<file path="src/rtl/bf_weight_ctrl.sv">
// bf_weight_ctrl
// ----------------------------------------------------------------------------
// Weight configuration controller for the 8-element beamformer datapath.
// Weights are written into a shadow bank over a valid/ready port. A commit
// request copies the whole shadow bank into the active bank, but only on a
// sample boundary. As a result, the weight buses feeding the modulators never
// change in the middle of a sample period.
//
// Ports
//   clock          system clock
//   reset          asynchronous active-low reset
//   cfg_valid      write request
//   cfg_ready      controller accepts a write this cycle (IDLE only)
//   cfg_addr       [4:3] set (0=cos_1, 1=sin_1, 2=cos_2, 3=sin_2), [2:0] element
//   cfg_data       weight value (two's complement, W_WIDTH bits)
//   cfg_commit     request a shadow->active swap at the next sample boundary
//   commit_pending swap requested and not yet completed
//   sample_stb     one-cycle pulse on the last clock of each sample period
//   w_cos_1/w_sin_1/w_cos_2/w_sin_2
//                  active weight sets; element k sits at [k*W_WIDTH +: W_WIDTH]
//   swap_count     number of completed swaps, modulo 256
//   cfg_err        (BF_WEIGHT_CLAMP_EN only) sticky flag, set by a clamped write
//
// Build option
//   BF_WEIGHT_CLAMP_EN : when defined, a write of the most-negative code is
//                        stored as most-negative + 1, and the cfg_err port is
//                        added.
// ----------------------------------------------------------------------------
module bf_weight_ctrl #(
  parameter int N_ELEM  = 8,
  parameter int W_WIDTH = 5,
  parameter int OSR     = 8
) (
  input  logic                        clock,
  input  logic                        reset,
  input  logic                        cfg_valid,
  output logic                        cfg_ready,
  input  logic [4:0]                  cfg_addr,
  input  logic [W_WIDTH-1:0]          cfg_data,
  input  logic                        cfg_commit,
  output logic                        commit_pending,
  output logic                        sample_stb,
  output logic [N_ELEM*W_WIDTH-1:0]   w_cos_1,
  output logic [N_ELEM*W_WIDTH-1:0]   w_sin_1,
  output logic [N_ELEM*W_WIDTH-1:0]   w_cos_2,
  output logic [N_ELEM*W_WIDTH-1:0]   w_sin_2,
  output logic [7:0]                  swap_count
`ifdef BF_WEIGHT_CLAMP_EN
  ,
  output logic                        cfg_err
`endif
);

  localparam int BUS_W = N_ELEM * W_WIDTH;
  localparam int CNT_W = (OSR > 1) ? $clog2(OSR) : 1;

  // The counter value during which sample_stb is high, and the value one
  // cycle earlier. The registered strobe is loaded from the earlier value.
  localparam logic [CNT_W-1:0] CNT_LAST = CNT_W'(OSR - 1);
  localparam logic [CNT_W-1:0] CNT_PRE  = CNT_W'(OSR - 2);

  localparam logic [1:0] ST_IDLE = 2'd0;
  localparam logic [1:0] ST_PEND = 2'd1;
  localparam logic [1:0] ST_SWAP = 2'd2;

`ifdef BF_WEIGHT_CLAMP_EN
  localparam logic [W_WIDTH-1:0] MOST_NEG = {1'b1, {(W_WIDTH-1){1'b0}}};

  // Map the most-negative code to most-negative + 1 so the range is symmetric.
  function automatic logic [W_WIDTH-1:0] clamp_weight(input logic [W_WIDTH-1:0] d);
    logic [W_WIDTH-1:0] res;
    if (d == MOST_NEG) begin
      res = MOST_NEG | {{(W_WIDTH-1){1'b0}}, 1'b1};
    end else begin
      res = d;
    end
    return res;
  endfunction
`endif

  logic [1:0]       state_r;
  logic [1:0]       state_next_s;
  logic [CNT_W-1:0] cnt_r;
  logic             stb_r;
  logic             cfg_ready_r;
  logic             commit_pending_r;
  logic [7:0]       swap_count_r;
  logic             wr_en_s;
  logic             swap_en_s;
  logic [1:0]       wr_set_s;
  logic [2:0]       wr_elem_s;
  logic [W_WIDTH-1:0] wr_data_s;
  logic [BUS_W-1:0] shadow_r [0:3];
  logic [BUS_W-1:0] act_cos_1_r;
  logic [BUS_W-1:0] act_sin_1_r;
  logic [BUS_W-1:0] act_cos_2_r;
  logic [BUS_W-1:0] act_sin_2_r;

  assign wr_en_s   = cfg_valid && cfg_ready_r;
  assign wr_set_s  = cfg_addr[4:3];
  assign wr_elem_s = cfg_addr[2:0];
  // The strobe seen in PEND always belongs to a later period than the commit,
  // because the strobe drops at the same edge that registers the commit.
  assign swap_en_s = (state_r == ST_PEND) && stb_r;

`ifdef BF_WEIGHT_CLAMP_EN
  assign wr_data_s = clamp_weight(cfg_data);
`else
  assign wr_data_s = cfg_data;
`endif

  // Free-running sample-phase counter and registered end-of-sample strobe.
  always_ff @(posedge clock or negedge reset) begin
    if (!reset) begin
      cnt_r <= '0;
      stb_r <= 1'b0;
    end else begin
      if (cnt_r == CNT_LAST) begin
        cnt_r <= '0;
      end else begin
        cnt_r <= cnt_r + {{(CNT_W-1){1'b0}}, 1'b1};
      end
      stb_r <= (cnt_r == CNT_PRE);
    end
  end

  // Next-state logic for the commit FSM.
  always_comb begin
    state_next_s = state_r;
    case (state_r)
      ST_IDLE: begin
        if (cfg_commit) begin
          state_next_s = ST_PEND;
        end else begin
          state_next_s = ST_IDLE;
        end
      end
      ST_PEND: begin
        if (stb_r) begin
          state_next_s = ST_SWAP;
        end else begin
          state_next_s = ST_PEND;
        end
      end
      ST_SWAP: state_next_s = ST_IDLE;
      default: state_next_s = ST_IDLE;
    endcase
  end

  // FSM state plus handshake/status outputs, registered from the next state.
  always_ff @(posedge clock or negedge reset) begin
    if (!reset) begin
      state_r          <= ST_IDLE;
      cfg_ready_r      <= 1'b0;
      commit_pending_r <= 1'b0;
    end else begin
      state_r          <= state_next_s;
      cfg_ready_r      <= (state_next_s == ST_IDLE);
      commit_pending_r <= (state_next_s != ST_IDLE);
    end
  end

  // Shadow bank: accepted writes land here; the active bank is untouched.
  always_ff @(posedge clock or negedge reset) begin
    if (!reset) begin
      for (int s = 0; s < 4; s++) begin
        shadow_r[s] <= '0;
      end
    end else if (wr_en_s) begin
      shadow_r[wr_set_s][int'(wr_elem_s)*W_WIDTH +: W_WIDTH] <= wr_data_s;
    end
  end

  // Active bank. Loading it at the strobe edge places the new weights on the
  // first clock of the next sample period. The bank drives the outputs directly.
  always_ff @(posedge clock or negedge reset) begin
    if (!reset) begin
      act_cos_1_r  <= '0;
      act_sin_1_r  <= '0;
      act_cos_2_r  <= '0;
      act_sin_2_r  <= '0;
      swap_count_r <= 8'd0;
    end else if (swap_en_s) begin
      act_cos_1_r  <= shadow_r[0];
      act_sin_1_r  <= shadow_r[1];
      act_cos_2_r  <= shadow_r[2];
      act_sin_2_r  <= shadow_r[3];
      swap_count_r <= swap_count_r + 8'd1;
    end
  end

`ifdef BF_WEIGHT_CLAMP_EN
  // Sticky error flag, set whenever an accepted write had to be clamped.
  always_ff @(posedge clock or negedge reset) begin
    if (!reset) begin
      cfg_err <= 1'b0;
    end else if (wr_en_s && (cfg_data == MOST_NEG)) begin
      cfg_err <= 1'b1;
    end
  end
`endif

  assign cfg_ready      = cfg_ready_r;
  assign commit_pending = commit_pending_r;
  assign sample_stb     = stb_r;
  assign swap_count     = swap_count_r;
  assign w_cos_1        = act_cos_1_r;
  assign w_sin_1        = act_sin_1_r;
  assign w_cos_2        = act_cos_2_r;
  assign w_sin_2        = act_sin_2_r;

endmodule
</file>
<file path="config.mk">
export PLATFORM = sky130hd
export DESIGN_NAME = bf_weight_ctrl
export DESIGN_NICKNAME = d
export VERILOG_FILES = /design/src/rtl/bf_weight_ctrl.sv
export SDC_FILE = /design/constraint.sdc
export NUM_CORES = 1
export LEC_CHECK = 0
export CORE_ASPECT_RATIO = 1.5
export CORE_MARGIN = 2
export CORE_UTILIZATION = 61
export CTS_BUF_LIST = sky130_fd_sc_hd__clkbuf_4
export DETAILED_ROUTE_END_ITERATION = 10
export PLACE_DENSITY = 0.95
export SLEW_MARGIN = 40
export SYNTH_ARGS = -nofsm -noshare
export SYNTH_HDL_FRONTEND = slang
export SYNTH_SLANG_ARGS = --single-unit
</file>
<file path="constraint.sdc">
create_clock -name clock -period 5.6 [get_ports clock]
set_input_delay 1.68 -clock clock [delete_from_list [all_inputs] [get_ports clock]]
set_output_delay 1.68 -clock clock [all_outputs]
set_load 0.02 [all_outputs]
</file>
After elaboration in Yosys (flattened, before gate mapping)
Index checks and enable logic that the tools add are counted.
{ "totals": {"output_inout_bits": 171, "in_bits": 14, "reg_bits": 336} }
{ "op_classes": {"n_mux": 7, "reduce_logical": 6, "n_addsub": 3, "shifts": 2, "order_cmp": 2, "bitwise": 1, "mul": 1, "n_eq_ne": 3} }
{ "op_table": {"columns": ["operator", "n"], "rows": [
  ["$bwmux 160", 1],
  ["$demux 40 s2", 1],
  ["$mux 40", 1],
  ["$shift 5x33->40 const A", 1],
  ["$shiftx 5x33->40", 1],
  ["$neg 6->33", 1],
  ["$add 8x1->8 const B", 1],
  ["$eq 3x3->1 const B", 2],
  ["$mul 3x3->6 const B", 1],
  ["$logic_not 2->1", 2],
  ["$pmux 2 s2", 1],
  ["$add 3x1->3 const B", 1],
  ["$ge 3x3->1 const B", 1],
  ["$logic_and 1x1->1", 3],
  ["$lt 3x1->1 const B", 1],
  ["$mux 3", 1],
  ["$not 2->3", 1],
  ["$eq 2x1->1 const B", 1],
  ["$mux 2", 1],
  ["$reduce_bool 2->1", 1],
  ["$mux 1", 1]
]} }

Logic depth before layout (Yosys ltp)
{ "depth": {"depth_word": 6, "depth_mapped": 8, "ltp_nobuf": 5} }

Worst setup path before layout
No wires, ideal clock.
{ "synth_timing": {"path_kind": "in2reg", "from": "input cfg_addr[0]", "to": "register shadow_r[140] (netlist bit)", "stages": 8, "arrival_ns": 3.830, "setup_ns": 0.125, "required_time_ns": 5.475, "path_slack_ns": 1.645, "cell_sequence": "buf_1 -> inv_1 -> ha_1 -> clkbuf_2 -> or3b_1 -> buf_2 -> a2111oi_4 -> mux2_2"} }
{ "synth_via": {"elab_chain_cells": 6} }
{ "synth_lines": {"columns": ["element", "line", "rtl"], "rows": [
  ["start: declaration", "38", "input logic [4:0] cfg_addr,"],
  ["$mul 3x3->6 *", "170", "shadow_r[wr_set_s][int'(wr_elem_s)*W_WIDTH +: W_WIDTH] <= wr_data_s;"],
  ["$neg 6->33 *", "170", null],
  ["$shift 5x33->40", "170", null],
  ["$mux 40 (not written as such)", "170", null],
  ["$demux 40 s2", "170", null],
  ["$bwmux 160 *", "170", null],
  ["end signal: indexed assignment", "170", null],
  ["end: declaration", "93", "logic [BUS_W-1:0] shadow_r [0:3];"]
]} }
Every way passes the cells marked *; elsewhere a longest branch is shown, timed or not.
A chain may end at the register's enable or synchronous reset.

Worst setup path after layout
{ "layout_timing": {"from": "input cfg_addr[1]", "to": "register shadow_r[4] (netlist bit)"} }
Same word-level chain as after synthesis.

==> impl_summary.log <==
[metrics] total global routing track utilization: 31.4%
[metrics] area growth from synthesis to layout: 22.6%
[metrics] number of clock sinks seen by CTS: 336
[metrics] H-tree depth reported by CTS: 3
[metrics] power density over the cells: 296 nW/µm²
[metrics] count of endpoints failing hold in the final timing report: 0
[metrics] number of fill cells in the layout: 1206
[metrics] most common library cells after synthesis: sky130_fd_sc_hd__nand2_1, sky130_fd_sc_hd__dfrtp_1, sky130_fd_sc_hd__mux2_2
[metrics] largest voltage drop on the vdd net: 0.000191 V
[metrics] # hold bufs at CTS: 0
[metrics] count of yosys warnings during synthesis: 0
[metrics] post-detailed-placement half-perimeter wirelength: 21.9 mm
[metrics] vias after detailed routing: 9602
[metrics] number of global-route vias before repair: 10010
[metrics] buffer depth of the longest clock path: 3
[metrics] Leak: 8.33 nW
[metrics] Die X-Extent: 123 µm
[metrics] portion of the post-synthesis area used by sequential elements: 64.7%
[metrics] largest net degree at the start of global routing: 104
[metrics] Gates resized, CTS repair: 0
[metrics] clock tree from TritonCTS: built
[metrics] cells along the critical path: clkdlybuf4s50_1 -> inv_1 -> ha_1 -> or4b_4 -> nor3_1 -> mux2_2
[metrics] final-report max-slew violation count: 0
[metrics] Fin Hold WS: 0.464 ns
[metrics] share of post-route cells with drive strength above 1: 20.6%
[metrics] kind of end point of the critical path: flop
[metrics] worst setup skew after layout: 0.0421 ns
[metrics] M1 wire length: 12.5 mm
[metrics] Post-route DRC: 0
[metrics] delay contributed by the slowest stage of the critical path: 0.72 ns
[metrics] time the final worst path needs with I/O delays and setup: 4.36 ns
[metrics] number of buffers inserted by port buffering: 184
[metrics] WL per Instance: 20.9 µm
[metrics] die outline height: 183 µm
[metrics] synthesized net count: 1153
[metrics] clock-pin transition on the worst setup and hold timing paths: 0.07 ns
[metrics] total met3 wirelength after detailed routing: 2.45 mm
[metrics] number of antenna violations at the first check in global routing: 1
[metrics] top cells by area, synth: sky130_fd_sc_hd__dfrtp_1, sky130_fd_sc_hd__nand2_1, sky130_fd_sc_hd__mux2_2
[metrics] Inserted Clock Buffers: 72
[metrics] GP Congestion: 0.875
[metrics] number of post-CTS setup repair buffers: 0
[metrics] predominant post-synthesis flop cell: sky130_fd_sc_hd__dfrtp_1
[metrics] Die ar.: 22500 µm²
[metrics] highest metal layer with signal wires: met4
[metrics] min-delay worst type: reg2reg
[metrics] setup repair after global routing missed its margin: no
[metrics] area share of the largest cell type after synthesis: 64.7%
[metrics] register bit count reported by yosys: 336
[metrics] Post-Route WL: 34.4 mm
[metrics] ANT nets after route: 0
[metrics] slew of the pin with the lowest slew margin: 0.919 ns
[metrics] category of the most critical setup path: in2reg
[metrics] number of failing setup endpoints in the final timing report: 0
[metrics] starting density of the core: 62.0%
[metrics] net total in the final layout: 1362
[metrics] leftover overflow at the end of global routing: 0
[metrics] number of placement rows: 65
[metrics] final-layout setup total negative slack: 0 ns
[metrics] CTS Root Buffer Type: sky130_fd_sc_hd__clkbuf_4
[metrics] launching element type of the critical path: primary input
[metrics] Core Box Area: 21000 µm²
[metrics] required time reported for the critical path endpoint: 6.11 ns
[metrics] total iterations of the first detailed-routing run: 7
[metrics] post-synthesis instance total: 1132
[metrics] worst max-slew margin expressed relative to the limit: 38.6%
[metrics] Iteration-0 DRC Markers: 925
[metrics] Crit-path slowest cell: sky130_fd_sc_hd__nor3_1
[metrics] number of primary I/O pins: 185
[metrics] syn avg cell area: 11.5 µm²
[metrics] highest achievable clock rate: 229 MHz
[metrics] library cell with the largest summed area after synthesis: sky130_fd_sc_hd__dfrtp_1
[metrics] crit-path max FO: 12
[metrics] post-synth design cell area: 13000 µm²
[metrics] crit share post-route: 77.9%
[metrics] reported max-cap violation count: 0
[metrics] clock network latency to the later pin of the worst-skew pair: 0.66 ns
[metrics] synth unique cells: 34
[metrics] wire length of the first global-routing pass: 53.7 mm
[metrics] proportion of register bits with asynchronous set or reset after synthesis: 100%
[metrics] number of flops mapped to enable cells by yosys: 0
[metrics] met2 wire len: 17.5 mm
[metrics] outcome: finished clean
[metrics] via/cell ratio: 5.83
[metrics] CP Data Arrival Time: 4.88 ns
[metrics] cell with the most instances after synthesis: sky130_fd_sc_hd__nand2_1
==> critical path, delay by kind of cell <==
kind,cells,cell delay (ns)
muxes,1,0.42
adders and majority gates,1,0.53
and+or+nand+nor,2,1.37
buffers and inverters,2,0.87
==> final timing paths <==
path	slack [ns]	depth (start not counted)	startpoint	to
setup / recovery	1.24	6	cfg_addr[1]	shadow_r[4]$_DFFE_PN0P_
hold / removal	0.46	1	cnt_r[0]$_DFF_PN0_	cnt_r[0]$_DFF_PN0_
setup reg to reg	3.25	5	state_r[1]$_DFF_PN0_	w_cos_1[12]$_DFFE_PN0P_
hold reg to reg	0.46	1	cnt_r[0]$_DFF_PN0_	cnt_r[0]$_DFF_PN0_
max in group asynchronous	3.49	3	reset	shadow_r[145]$_DFFE_PN0P_
min in group asynchronous	0.86	1	reset	w_sin_1[22]$_DFFE_PN0P_
==> power by group <==
| part | switching, W | total (W) | internal (W) |
|---|---|---|---|
| Combinational | 0.000223 | 0.000369 | 0.000146 |
| Sequential | 0.0000581 | 0.00257 | 0.00251 |
| Clock | 0.000877 | 0.00178 | 0.000908 |
==> layout by cell type, fill, tap and decap left out, types with 5 or more instances in the layout <==
cell type	netlist	layout
sky130_fd_sc_hd__dfrtp_1	336	336
sky130_fd_sc_hd__and2_1	6	6
sky130_fd_sc_hd__xnor2_1	5	5
sky130_fd_sc_hd__nand2_1	486	486
sky130_fd_sc_hd__clkinv_1	0	10
sky130_fd_sc_hd__a211oi_2	5	5
sky130_fd_sc_hd__nand3_1	17	17
sky130_fd_sc_hd__clkbuf_4	0	93
sky130_fd_sc_hd__and3_1	6	6
sky130_fd_sc_hd__ha_1	7	7
sky130_fd_sc_hd__nor3_1	5	5
sky130_fd_sc_hd__clkdlybuf4s50_1	0	182
sky130_fd_sc_hd__mux2_2	159	159
sky130_fd_sc_hd__inv_1	6	5
==> cells by family (layout without fill, tap and decap cells) <==
group | after synthesis | after routing | synth area share [%]
and+or+nand+nor | 543 | 543 | 16.8
DFF | 336 | 336 | 64.7
muxes | 160 | 160 | 13.9
buffers and inverters | 64 | 309 | 1.87
AOI/OAI and AO/OA | 13 | 13 | 1.54
xor gates and xnor gates | 9 | 9 | 0.606
adders and majority gates | 7 | 7 | 0.673
other | 0 | 3 | 0
==> flip-flops by register name (all words and copies together), names as in the netlist <==
register        cells
swap_count          8
cfg_ready           1
shadow_r          160
w_sin_1            40
commit_pending      1
state_r             2
w_sin_2            40
sample_stb          1
cnt_r               3
w_cos_1            40
w_cos_2            40
==> layer usage <==
layer / up-vias / track usage, %
met5: - / 0
met4: 0 / 17.6
met3: 151 / 7.37
met2: 512 / 51.3
met1: 4841 / 38.2
li1: 4098 / -
==> per-stage QoR <==
step	worst slack (ns)	util (%)	total power [W]	area [µm²]	cells
floorplan	1.65	-	0.00276	13000	1132
global placement	0.900	71.7	0.00295	15000	1533
detailed placement	0.766	71.8	0.00297	15100	1534
CTS	1.37	75.8	0.00474	15900	1644
global route	1.24	76.0	0.00490	15900	1646
finish	1.24	76.0	0.00472	15900	1648
==> area by class of cell <==
class,count,area (µm²),area share (%)
sequential,336,8410,52.7
multi-input combinational,732,4350,27.3
timing repair buffer,193,1970,12.4
clock buffer,93,698,4.38
tap,268,335,2.10
clock inverter,17,146,0.918
inverter,6,27.5,0.173
antenna,3,7.51,0.0471
No activity file was read; power rests on OpenSTA's default activity.
